==> src/rtl/visual_mode_scheduler_pkg.sv <==
// Shared definitions for the visual mode scheduler: default video timing,
// datapath widths, mode index type and encodings, and the mode FSM states.
package visual_mode_scheduler_pkg;

   localparam int H_ACTIVE_DEF = 640;
   localparam int H_TOTAL_DEF  = 800;
   localparam int V_ACTIVE_DEF = 480;
   localparam int V_TOTAL_DEF  = 525;

   localparam int COORD_W  = 10;
   localparam int AUDIO_W  = 16;
   localparam int COLOUR_W = 8;
   localparam int RGB_W    = 3 * COLOUR_W;
   localparam int MODE_W   = 2;

   typedef logic [COORD_W-1:0] coord_t;
   typedef logic [AUDIO_W-1:0] audio_t;
   typedef logic [RGB_W-1:0]   rgb_t;
   typedef logic [MODE_W-1:0]  mode_t;

   localparam mode_t MODE_0 = 2'd0;
   localparam mode_t MODE_1 = 2'd1;
   localparam mode_t MODE_2 = 2'd2;
   localparam mode_t MODE_3 = 2'd3;

   typedef enum logic {
      ST_RUN,
      ST_PEND
   } modeState_e;

   // Next mode in the cycle, wrapping from the last implemented mode to mode 0.
   function automatic mode_t nextMode(input mode_t cur, input mode_t last);
      return (cur == last) ? MODE_0 : mode_t'(cur + 2'd1);
   endfunction

endpackage

==> src/rtl/visual_raster_counter.sv <==
// Raster scanner: walks X across each line and Y down each frame, one step
// per pixel strobe, and flags the visible area and the frame wrap to (0,0).
module visual_raster_counter
   import visual_mode_scheduler_pkg::*;
#(
   parameter int H_ACTIVE = H_ACTIVE_DEF,
   parameter int H_TOTAL  = H_TOTAL_DEF,
   parameter int V_ACTIVE = V_ACTIVE_DEF,
   parameter int V_TOTAL  = V_TOTAL_DEF
) (
   input  logic   clk_i,
   input  logic   rst_ni,
   input  logic   pixEn_i,
   output coord_t x_o,
   output coord_t y_o,
   output logic   visible_o,
   output logic   wrap_o
);

   localparam coord_t X_LAST = coord_t'(H_TOTAL - 1);
   localparam coord_t Y_LAST = coord_t'(V_TOTAL - 1);
   localparam coord_t X_VIS  = coord_t'(H_ACTIVE);
   localparam coord_t Y_VIS  = coord_t'(V_ACTIVE);

   coord_t xQ, xD, yQ, yD;
   logic   lastX, lastY;

   assign lastX     = (xQ == X_LAST);
   assign lastY     = (yQ == Y_LAST);
   assign wrap_o    = pixEn_i && lastX && lastY;
   assign visible_o = (xQ < X_VIS) && (yQ < Y_VIS);
   assign x_o       = xQ;
   assign y_o       = yQ;

   // Next raster position: advance only on a strobe, carry X into Y at line end.
   always_comb begin
      xD = xQ;
      yD = yQ;
      if (pixEn_i) begin
         if (lastX) begin
            xD = '0;
            yD = lastY ? '0 : coord_t'(yQ + 10'd1);
         end else begin
            xD = coord_t'(xQ + 10'd1);
         end
      end
   end

   // Raster position registers.
   always_ff @(posedge clk_i or negedge rst_ni) begin
      if (!rst_ni) begin
         xQ <= '0;
         yQ <= '0;
      end else begin
         xQ <= xD;
         yQ <= yD;
      end
   end

endmodule

==> src/rtl/visual_mode_scheduler.sv <==
// Top of the effect sequencer: scans the raster, freezes audio once per frame,
// steps the active effect mode only at frame wraps, and registers the pixel.
module visual_mode_scheduler
   import visual_mode_scheduler_pkg::*;
#(
   parameter int H_ACTIVE    = H_ACTIVE_DEF,
   parameter int H_TOTAL     = H_TOTAL_DEF,
   parameter int V_ACTIVE    = V_ACTIVE_DEF,
   parameter int V_TOTAL     = V_TOTAL_DEF,
   parameter int N_MODES     = 3,
   parameter int AUTO_FRAMES = 300
) (
   input  logic                iCLK,
   input  logic                iRST_N,
   input  logic                iPIX_EN,
   input  logic                iAUD_VALID,
   input  logic [AUDIO_W-1:0]  iL,
   input  logic [AUDIO_W-1:0]  iR,
   input  logic                iMODE_NEXT,
   input  logic                iAUTO_EN,
   input  logic [RGB_W-1:0]    iRGB_0,
   input  logic [RGB_W-1:0]    iRGB_1,
   input  logic [RGB_W-1:0]    iRGB_2,
   input  logic [RGB_W-1:0]    iRGB_3,
   output logic [COORD_W-1:0]  oX,
   output logic [COORD_W-1:0]  oY,
   output logic [AUDIO_W-1:0]  oAUD_L,
   output logic [AUDIO_W-1:0]  oAUD_R,
   output logic [MODE_W-1:0]   oMODE,
   output logic                oFRAME_START,
   output logic                oBLANK_N,
   output logic [COLOUR_W-1:0] oVGA_R,
   output logic [COLOUR_W-1:0] oVGA_G,
   output logic [COLOUR_W-1:0] oVGA_B
);

   localparam bit AUTO_ON = (AUTO_FRAMES != 0);
   localparam int FC_W    = (AUTO_FRAMES < 1) ? 1 : $clog2(AUTO_FRAMES + 1);
   localparam logic [FC_W-1:0] FC_LAST = FC_W'((AUTO_FRAMES < 1) ? 0 : AUTO_FRAMES - 1);
   localparam mode_t MODE_LAST = mode_t'(N_MODES - 1);

   logic frameWrap;
   logic visible;

   visual_raster_counter #(
      .H_ACTIVE (H_ACTIVE),
      .H_TOTAL  (H_TOTAL),
      .V_ACTIVE (V_ACTIVE),
      .V_TOTAL  (V_TOTAL)
   ) uRaster (
      .clk_i     (iCLK),
      .rst_ni    (iRST_N),
      .pixEn_i   (iPIX_EN),
      .x_o       (oX),
      .y_o       (oY),
      .visible_o (visible),
      .wrap_o    (frameWrap)
   );

   // ------------------------------------------------------------------------
   // Audio freeze: holding regs track the latest sample; the effect-facing
   // copy only updates at a frame wrap, so a sample landing on the wrap cycle
   // itself is seen one frame later.
   // ------------------------------------------------------------------------
   audio_t holdLQ, holdRQ, audLQ, audRQ;

   // Holding and frame-frozen audio registers.
   always_ff @(posedge iCLK or negedge iRST_N) begin
      if (!iRST_N) begin
         holdLQ <= '0;
         holdRQ <= '0;
         audLQ  <= '0;
         audRQ  <= '0;
      end else begin
         if (iAUD_VALID) begin
            holdLQ <= iL;
            holdRQ <= iR;
         end
         if (frameWrap) begin
            audLQ <= holdLQ;
            audRQ <= holdRQ;
         end
      end
   end

   assign oAUD_L = audLQ;
   assign oAUD_R = audRQ;

   // ------------------------------------------------------------------------
   // Mode FSM and auto-cycle frame counter. A manual request parks in PEND
   // until the next wrap; an auto expiry on the same wrap merges into one step.
   // ------------------------------------------------------------------------
   modeState_e      stateQ, stateD;
   mode_t           modeQ, modeD;
   logic [FC_W-1:0] frameCntQ, frameCntD;
   logic            autoActive;
   logic            autoHit;

   assign autoActive = AUTO_ON && iAUTO_EN;
   assign autoHit    = autoActive && (frameCntQ == FC_LAST);

   // Next state, next mode and next frame count, evaluated every cycle.
   always_comb begin
      stateD    = stateQ;
      modeD     = modeQ;
      frameCntD = frameCntQ;
      if ((stateQ == ST_RUN) && iMODE_NEXT) begin
         stateD = ST_PEND;
      end
      if (frameWrap) begin
         if ((stateQ == ST_PEND) || autoHit) begin
            stateD    = ST_RUN;
            modeD     = nextMode(modeQ, MODE_LAST);
            frameCntD = '0;
         end else if (autoActive) begin
            frameCntD = frameCntQ + 1'b1;
         end
      end
      if (!autoActive) begin
         frameCntD = '0;
      end
   end

   // Mode FSM, mode index and frame counter registers.
   always_ff @(posedge iCLK or negedge iRST_N) begin
      if (!iRST_N) begin
         stateQ    <= ST_RUN;
         modeQ     <= MODE_0;
         frameCntQ <= '0;
      end else begin
         stateQ    <= stateD;
         modeQ     <= modeD;
         frameCntQ <= frameCntD;
      end
   end

   assign oMODE = modeQ;

   // ------------------------------------------------------------------------
   // Output mux and pixel register. Inputs past the last implemented mode are
   // tied off so they can never reach the screen.
   // ------------------------------------------------------------------------
   rgb_t selRgb;
   rgb_t rgbQ;
   logic blankNQ;
   logic frameStartQ;

   // Pick the active effect's colour for the current raster position.
   always_comb begin
      selRgb = '0;
      case (modeQ)
         MODE_0:  selRgb = iRGB_0;
         MODE_1:  selRgb = iRGB_1;
         MODE_2:  selRgb = (N_MODES > 2) ? iRGB_2 : '0;
         MODE_3:  selRgb = (N_MODES > 3) ? iRGB_3 : '0;
         default: selRgb = '0;
      endcase
   end

   // Pixel register advances with the strobe; frame-start is a one-cycle echo of the wrap.
   always_ff @(posedge iCLK or negedge iRST_N) begin
      if (!iRST_N) begin
         rgbQ        <= '0;
         blankNQ     <= 1'b0;
         frameStartQ <= 1'b0;
      end else begin
         frameStartQ <= frameWrap;
         if (iPIX_EN) begin
            blankNQ <= visible;
            rgbQ    <= visible ? selRgb : '0;
         end
      end
   end

   assign oFRAME_START = frameStartQ;
   assign oBLANK_N     = blankNQ;
   assign oVGA_R       = rgbQ[23:16];
   assign oVGA_G       = rgbQ[15:8];
   assign oVGA_B       = rgbQ[7:0];

endmodule
==> config.mk <==
export PLATFORM = sky130hd
export DESIGN_NAME = visual_mode_scheduler
export DESIGN_NICKNAME = d
export VERILOG_FILES = /design/src/rtl/visual_mode_scheduler_pkg.sv /design/src/rtl/visual_raster_counter.sv /design/src/rtl/visual_mode_scheduler.sv
export SDC_FILE = /design/constraint.sdc
export NUM_CORES = 1
export LEC_CHECK = 0
export BUFFER_PORTS_ARGS = -buffer_cell sky130_fd_sc_hd__buf_2
export CAP_MARGIN = 20
export CELL_PAD_IN_SITES_DETAIL_PLACEMENT = 2
export CELL_PAD_IN_SITES_GLOBAL_PLACEMENT = 2
export CORE_ASPECT_RATIO = 0.7
export CORE_MARGIN = 10
export CORE_UTILIZATION = 27
export DETAILED_ROUTE_END_ITERATION = 10
export PLACE_DENSITY_LB_ADDON = 0.1
export SYNTH_ARGS = -nofsm -noshare
export SYNTH_HDL_FRONTEND = slang
export SYNTH_SLANG_ARGS = --single-unit
==> constraint.sdc <==
create_clock -name iCLK -period 2 [get_ports iCLK]
set_input_delay 0.4 -clock iCLK [delete_from_list [all_inputs] [get_ports iCLK]]
set_output_delay 0.4 -clock iCLK [all_outputs]
set_load 0.03 [all_outputs]
After elaboration in Yosys (flattened, before gate mapping). Index checks and enable logic that the tools add are counted.

Flip-flop bits (word level): 122. ROM bits: 0. Memories kept: 0. RAM bits: 0. Logic and storage cells: 46. Bits in latches: 0.

Equality and inequality tests: 7. Reduce and logical (&&, ||, !) cells: 9. Bitwise operators: 1. Divide/modulo/power cells: 0. $add $sub $neg: 4. Multipliers: 0. Shifts and indexed selects: 0. Mux-type cells: 11. Order comparisons: 2.

Operators with widths (count): 24-bit case mux with 4 select lines (1); 9-bit two-way mux (3); 24-bit two-way mux (1); 10-bit by 1-bit adder with 10-bit output, second input constant (2); 10-bit == test, second input constant (2); 10-bit two-way mux (2); 10-bit < comparator, second input constant (1); 10-bit by 9-bit < comparator with 1-bit output, second input constant (1); 9-bit by 1-bit adder with 9-bit output, second input constant (1); 9-bit == test, second input constant (1); 1-bit logical AND (5); 2-bit == test, second input constant (2); 2-bit AND reduction (2); 1-bit two-way mux (3); 2-bit by 1-bit adder with 2-bit output, second input constant (1); 2-bit by 1-bit == test with 1-bit output, second input constant (1); 2-bit logical NOT (1); 2-bit two-way mux (1); 2-bit by 1-bit inequality test with 1-bit output, second input constant (1); 1-bit logical OR (1); 1-bit NOT (1).

Depth between registers and ports, before layout. Gate-level depths: netlist (run 1).

Depth in word-level cells: 6. Gate-level depth with buffers: 7. Mapped depth without buffers: 6.

By module. From an unflattened synthesis (run 1), not the netlist that was laid out.

Cell total of the unflattened synthesis: 468. Area, all modules: 5505.3 sq um.

Modules (own cells, without submodules): visual_mode_scheduler (cells an instance 361, times used 1, area an instance 4429.2 sq um); visual_raster_counter (cells an instance 107, times used 1, area an instance 1076.0 sq um).

Least setup slack after synthesis (run 1). Ideal clock, no wire load.

Path type: reg-to-reg. From: register uRaster.yQ[0], in the netlist uRaster.y_o[0]. To: register audLQ[0], in the netlist oAUD_L[0]. Data required time: 1.873 ns. Cell stages (with the launch flop): 8. Arrival time: 2.021 ns. Slack: -0.148 ns. Library setup time: 0.127 ns. Period minus slack after synthesis: 2.148 ns. Path buffers: 1. Cells stage by stage: dfrtp_1 inv_1 ha_1 and4bb_2 nand2_1 nor3_4 buf_6 mux2_1.

Word-level cells in the longest chain between the ends: 2.

Ends and longest elaborated chain: from (decl) (RTL line visual_raster_counter.sv:25) `coord_t xQ, xD, yQ, yD;`; from (signal assigned) (RTL line visual_raster_counter.sv:56) `yQ <= yD;`; 10-bit == test (RTL line visual_raster_counter.sv:29) `assign lastY = (yQ == Y_LAST);`; 1-bit logical AND (RTL line visual_raster_counter.sv:30) `assign wrap_o = pixEn_i && lastX && lastY;`; to (signal assigned) (RTL line visual_mode_scheduler.sv:80) `audLQ <= holdLQ;`; to (decl) (RTL line visual_mode_scheduler.sv:65) `audio_t holdLQ, holdRQ, audLQ, audRQ;`.

No other way between the ends. A chain may end at the register's enable or synchronous reset.

Final worst setup path (run 1).
From: register uRaster.yQ[0], in the netlist uRaster.y_o[0]. To: register audRQ[10], in the netlist oAUD_R[10].

Word-level cells in the longest chain between the ends: 2.

Ends and longest elaborated chain: 10-bit == test (RTL line visual_raster_counter.sv:29); 1-bit logical AND (RTL line visual_raster_counter.sv:30); to (signal assigned) (RTL line visual_mode_scheduler.sv:81) `audRQ <= holdRQ;`; to (decl) (RTL line visual_mode_scheduler.sv:65).

No other way between the ends.

==> results_dict.tcl, run 1 <==
set metrics [dict create \
    fin_crit_ns 1.99 \
    fp.coreArea_mm2 0.0200 \
    cts.htree.levels 4 \
    grt_max_degree 69 \
    clkSlewWorstSetupHoldPaths_ns 0.06 \
    outcome "finished, final reports clean" \
    crit_type "reg -> reg" \
    die-area_mm2 0.0268 \
    fin_ws_ns 0.0138 \
    slew_violations 0 \
    dieHeight_um 140 \
    hold_viol 0 \
    antenna_left 0 \
    final_common_cell "buf_2" \
    timing.fmax_mhz 503 \
    cts_tree "done" \
    chipWidth_um 192 \
    fin_skew_ns 0.0161 \
    synth.cell_area_mm2 0.00557 \
    synth.yosys.seq_area_share_pct 54.9 \
    slew_headroom_pct 69.0 \
    rsz0062_at_grt "true" \
    fin_util_pct 39.1 \
    nNetsFinal 834 \
    drv_cap 0 \
    finalPower_mw 6.82 \
    fillers 2169 \
    syn_nets 615 \
    drt_pass1_iterations 4 \
    antenna_cells 0 \
    numClockSinks 122 \
    synth_seq_cells 122 \
    cts_buffer_depth 2 \
    placed_cell_area_mm2 0.00704 \
    syn_area_per_cell_um2 11.7 \
    ios 214 \
    crit_arrival_ns 2.28 \
    ys_types 45 \
    setup_viol 0 \
    stdcell_area_mm2 0.00783 \
    worstPathMaxFanout 9 \
    power_density_mw_per_mm2 871 \
    mostFrequentLayoutCells "buf_2 (188), dfrtp_1 (115), mux2_2 (39)" \
    vias 4569 \
    grt_pass1_vias 5256 \
    numCtsBuffers 17 \
    antenna_found_initial 0 \
    vdd_drop_max_v 0.000565 \
    wl_per_cell_um 19.9 \
    yosys_warnings 0 \
    yosys.area.top_type "dfrtp_1" \
    preCtsSetupSlack_ns 0.0264 \
    hold_class "in -> reg" \
    port_buffers 189 \
    grt_usage_pct 14.4 \
    synth.top_cell.area_share_pct 54.9 \
    multi_input_area_mm2 0.00235 \
    area_growth_pct 40.6 \
    cts-root-buf "clkbuf_16" \
    worst_slew_pin_slew_ns 0.466 \
    drive_above_1_share_pct 46.5 \
    gp_congestion 0.807 \
    route.detailed.drc 0 \
    post-route-period-util_pct 99.3 \
    start_kind "register" \
    end_kind "register" \
    grt_pass1_wl_mm 30.2 \
    drt-vias-per-instance 4.67 \
    routed_wl_mm 19.5 \
    globalRoute.totalOverflow 0 \
    crit_required_ns 2.30 \
    regArea_mm2 0.00306 \
    ys_top_cells_by_area "dfrtp_1 (55%), mux2_2 (8.1%), mux2_1 (5.3%)" \
    syn_inst 477 \
    dp_hpwl_mm 14.1 \
    clock_latency_ns 0.42 \
    initial_core_util_pct 27.8 \
    placement_rows 43 \
    first_iter_violations 120 \
    p_leak_nw 3.86 \
]
-- cells in the mapped netlist --
cell type and number:
a21boi_0 1, a22oi_1 1, ha_1 4, or4_1 1
nor3_1 2, nor4bb_1 1, inv_1 28, and4b_1 1
buf_1 4, nand2_1 14, xor2_1 8, buf_2 6
o22ai_1 24, o41ai_1 1, xnor2_1 6, nand3b_1 3
and3_1 4, nand4_1 10, and3b_1 1, nor3_4 1
a31oi_1 1, a211oi_1 6, nand3_1 11, o32ai_1 4
o211ai_1 1, and4_1 3, buf_6 3, nor2_1 38
clkbuf_1 14, clkbuf_2 1, o311ai_0 3, nor2b_1 1
mux2_2 40, and4bb_2 4, or4b_1 1, mux2_1 26
nor3_2 2, mux2i_1 25, nand2b_1 5, and2_1 4
dfrtp_1 122, nand4b_1 3, a21oi_1 27, o31ai_1 1
o21ai_0 10
-- report_power, final --
group	internal [mW]	switching, mW
Clock	1.86	1.25
Sequential	2.64	0.146
Combinational	0.357	0.554
Total	4.86	1.95
-- worst max-delay path: stages (launching register included) --
cell and delay, ns:
dfrtp_2 0.41, inv_2 0.06, ha_1 0.13, and4bb_2 0.30, nand2_4 0.07, nor3_4 0.21, buf_12 0.17, clkbuf_16 0.17
mux2_1 0.34
-- timing repair --
item / 4_1_cts / 5_1_grt
hold buffers: 1 / 0
endpoints found under the hold margin: 25 / 0
pin swaps: 1 / 1
resized for setup: 0 / 18
setup buffers: 0 / 3
cloned: 0 / 4
endpoints found under the setup margin: 3 / 36
-- sequential cells by signal, indices dropped and copies added, names as in the netlist --
name	count
stateQ	1
holdRQ	16
oBLANK_N	1
oAUD_L	16
frameCntQ	9
oFRAME_START	1
uRaster.y_o	10
holdLQ	16
uRaster.x_o	10
oMODE	2
rgbQ	24
oAUD_R	16
-- cells by family after synthesis --
| group | count (synthesis) | synth area share [%] |
|---|---|---|
| flip-flops | 122 | 54.9 |
| AND/OR/NAND/NOR | 110 | 11.1 |
| multiplexers | 91 | 17.9 |
| AO/OA/AOI/OAI | 80 | 8.75 |
| buffers and inverters | 56 | 4.34 |
| XOR/XNOR | 14 | 2.20 |
| adder cells (fa/ha/maj) | 4 | 0.899 |
-- routing by layer --
layer / wire (um) / track usage, % / vias to the layer above
li1: - / - / 2139
met1: 8380 / 16.7 / 2325
met2: 9570 / 23.7 / 94
met3: 1320 / 6.13 / 11
met4: 193 / 4.06 / 0
met5: 0 / 0 / -
-- cell type report --
cell class,instances,share of cell area (%)
sequential,122,39.1
multi-input combinational,299,30.0
timing repair buffer,228,17.6
clock buffer,18,5.48
tap,270,4.32
clock inverter,14,2.09
inverter,28,1.34
-- worst paths after layout --
| path | startpoint | to | slack, ns | cells past startpoint |
|---|---|---|---|---|
| max | uRaster.y_o[0]$_DFFE_PN0N_ | oAUD_R[10]$_DFFE_PN0N_ | 0.01 | 8 |
| min | iR[14] | holdRQ[14]$_DFFE_PN0P_ | 0.21 | 2 |
| max reg2reg | uRaster.y_o[0]$_DFFE_PN0N_ | oAUD_R[10]$_DFFE_PN0N_ | 0.01 | 8 |
| min reg2reg | oAUD_R[7]$_DFFE_PN0N_ | oAUD_R[7]$_DFFE_PN0N_ | 0.48 | 1 |
| max in group asynchronous | iRST_N | uRaster.y_o[1]$_DFFE_PN0N_ | 1.12 | 3 |
| min in group asynchronous | iRST_N | frameCntQ[5]$_DFFE_PN0P_ | 0.53 | 3 |
-- through the flow --
step	setup TNS (ns)	std cells	hold WS (ns)
detailed placement	0	939	0.433
CTS	0	972	0.183
global route	-2.05	979	0.194
floorplan	0	477	0.104
finish	0	979	0.208
global placement	0	939	0.428
No activity file was read; power rests on OpenSTA's default activity.
==> inputs of run 2 (changes only) <==
- ABC_AREA: not set -> 1
- CORE_UTILIZATION: 27 -> 24
==> results_dict.tcl, run 2 <==
set metrics [dict create \
    outcome "finished, final reports clean" \
    synth.yosys.seq_area_share_pct 54.5 \
    timing.fmax_mhz 564 \
    synth_most_common_cell "nand2_1" \
    clkSlewWorstSetupHoldPaths_ns 0.07 \
    grt_max_degree 74 \
    fp.coreArea_mm2 0.0228 \
    placed_cell_area_mm2 0.00705 \
    setup_viol 0 \
    slew_headroom_pct 69.0 \
    synthFlopType "dfrtp_1" \
    power_density_mw_per_mm2 959 \
    multi_input_area_mm2 0.00218 \
    ys_top_cells_by_area "dfrtp_1 (55%), nand2_1 (16%), o21ai_0 (5.6%)" \
    end_kind "register" \
    finalPower_mw 7.34 \
    stdcell_area_mm2 0.00765 \
    drt-vias-per-instance 4.40 \
    port_buffers 189 \
    largest_reg_flops 24 \
    ys_types 24 \
    drive_above_1_share_pct 28.1 \
    cts.htree.levels 4 \
    fillers 2701 \
    globalRoute.totalOverflow 0 \
    area_growth_pct 36.6 \
    initial_core_util_pct 24.6 \
    fin_skew_ns 0.0151 \
    cts_buffer_depth 2 \
    gp_congestion 0.800 \
    synth_edf_count 0 \
    route.detailed.drc 0 \
    tns_ns 0 \
    synth.top_cell.area_share_pct 54.5 \
    numClockSinks 122 \
    clock_latency_ns 0.42 \
    syn_nets 842 \
    hold_class "in -> reg" \
    crit_required_ns 2.30 \
    fin_crit_ns 1.77 \
    syn_inst 704 \
    wl_per_cell_um 17.1 \
    numCtsBuffers 17 \
    p_leak_nw 4.03 \
    dieHeight_um 148 \
    dp.cells 1200 \
    worst_slew_pin_slew_ns 0.465 \
    crit_type "reg -> reg" \
    hold_viol 0 \
    rsz0062_at_grt "false" \
    grt_usage_pct 14.6 \
    vdd_drop_max_v 0.000583 \
    nNetsFinal 1046 \
    final_common_cell "nand2_1" \
    drv_cap 0 \
    mostFrequentLayoutCells "nand2_1 (239), buf_2 (188), dfrtp_1 (122)" \
    start_kind "register" \
    fin_ws_ns 0.226 \
    placement_rows 46 \
    dp_hpwl_mm 16.0 \
    antenna_found_initial 2 \
    crit_arrival_ns 2.07 \
    synthTopCellsByCount "nand2_1 (239), dfrtp_1 (122), inv_1 (66), o21ai_0 (63), nor2_1 (53)" \
    routed_wl_mm 21.1 \
    die-area_mm2 0.0299 \
    post-route-period-util_pct 88.7 \
    post-cts-setup-buffer-count 0 \
    synth.cell_area_mm2 0.00560 \
    preCtsSetupSlack_ns 0.182 \
    cts_tree "done" \
    worstPathMaxFanout 73 \
    top_register "rgbQ" \
    regArea_mm2 0.00305 \
    synth_seq_cells 122 \
    fin_cells 1234 \
    grt_pass1_vias 6311 \
    grt_pass1_wl_mm 34.9 \
    yosys_warnings 0 \
    first_iter_violations 210 \
    yosys.area.top_type "dfrtp_1" \
    drt_pass1_iterations 4 \
    syn_area_per_cell_um2 7.95 \
    antenna_left 0 \
    cts-root-buf "clkbuf_16" \
    chipWidth_um 203 \
    slew_violations 0 \
    ios 214 \
    vias 5429 \
    synth_async_sr_flop_share_pct 100 \
]
## run 2: cell types whose count changed after synthesis, moves of 26 or more
| cell | delta |
|---|---|
| inv_1 | +38 |
| mux2_1 | -26 |
| mux2_2 | -40 |
| nand2_1 | +225 |
| o21ai_0 | +53 |
| o21ai_1 | +35 |
## run 2: cell families (layout without fill, tap and decap cells)
logic type | count (synthesis) | in the layout | synth area share (%)
compound gates | 127 | 127 | 11.4
fa+ha+maj | 4 | 4 | 0.894
buf+inv | 96 | 313 | 6.80
flops | 122 | 122 | 54.5
xor+xnor | 9 | 9 | 1.41
other cells | 0 | 1 | 0
simple gates | 346 | 346 | 24.9
## run 2: power breakdown
part           switching [mW]  internal [mW]
clock                    1.36           1.66
combinational           0.973          0.422
sequential              0.194           2.73
total                    2.53           4.81
## run 2: worst paths after layout
path,startpoint,endpoint,cells past startpoint,slack (ns)
worst max-delay path,uRaster.y_o[0]$_DFFE_PN0N_,oAUD_L[4]$_DFFE_PN0N_,10,0.23
worst min-delay path,iR[14],holdRQ[14]$_DFFE_PN0P_,3,0.18
worst max register to register,uRaster.y_o[0]$_DFFE_PN0N_,oAUD_L[4]$_DFFE_PN0N_,10,0.23
worst min register to register,oAUD_R[1]$_DFFE_PN0N_,oAUD_R[1]$_DFFE_PN0N_,2,0.49
max in group asynchronous,iRST_N,holdRQ[7]$_DFFE_PN0P_,3,0.92
min in group asynchronous,iRST_N,oAUD_L[8]$_DFFE_PN0N_,2,0.48
## run 2: per-layer routing
metal | share of wire [%] | vias up | track usage (%) | wire length (um)
met4 | 0.97 | 2 | 3.83 | 204
met2 | 49 | 92 | 24.2 | 10300
li1 | - | 2634 | - | -
met3 | 6.4 | 14 | 5.33 | 1360
met1 | 44 | 2687 | 17.5 | 9210
met5 | 0.062 | - | 0 | 13
## run 2: critical path, cell delays in order, from the launching register on
cell     delay, ns
dfrtp_1       0.39
inv_1         0.10
ha_1          0.21
inv_1         0.07
nor2_2        0.16
inv_1         0.08
nor2_2        0.14
nand2_2       0.08
buf_12        0.20
nand2_1       0.12
o21ai_1       0.07
## run 2: repair_timing
action                                 CTS  global route
setup endpoints to repair                0             2
hold buffers                             1             0
gates resized for setup                  0             3
endpoints found under the hold margin   23             0
## run 2: area by class of cell
cell class	count	share of cell area, %
Inverter	68	3.34
Clock buffer	17	5.56
Sequential cell	122	39.9
Timing Repair Buffer	213	15.6
Tap cell	312	5.11
Clock inverter	15	1.96
Antenna cell	1	0.0327
Multi-Input combinational cell	486	28.5
## run 2: through the flow
stage	hold slack (ns)	utilization [%]
global placement	0.385	30.9
floorplan	0.104	-
global route	0.183	33.5
CTS	0.170	33.5
detailed placement	0.393	30.9
finish	0.182	33.5
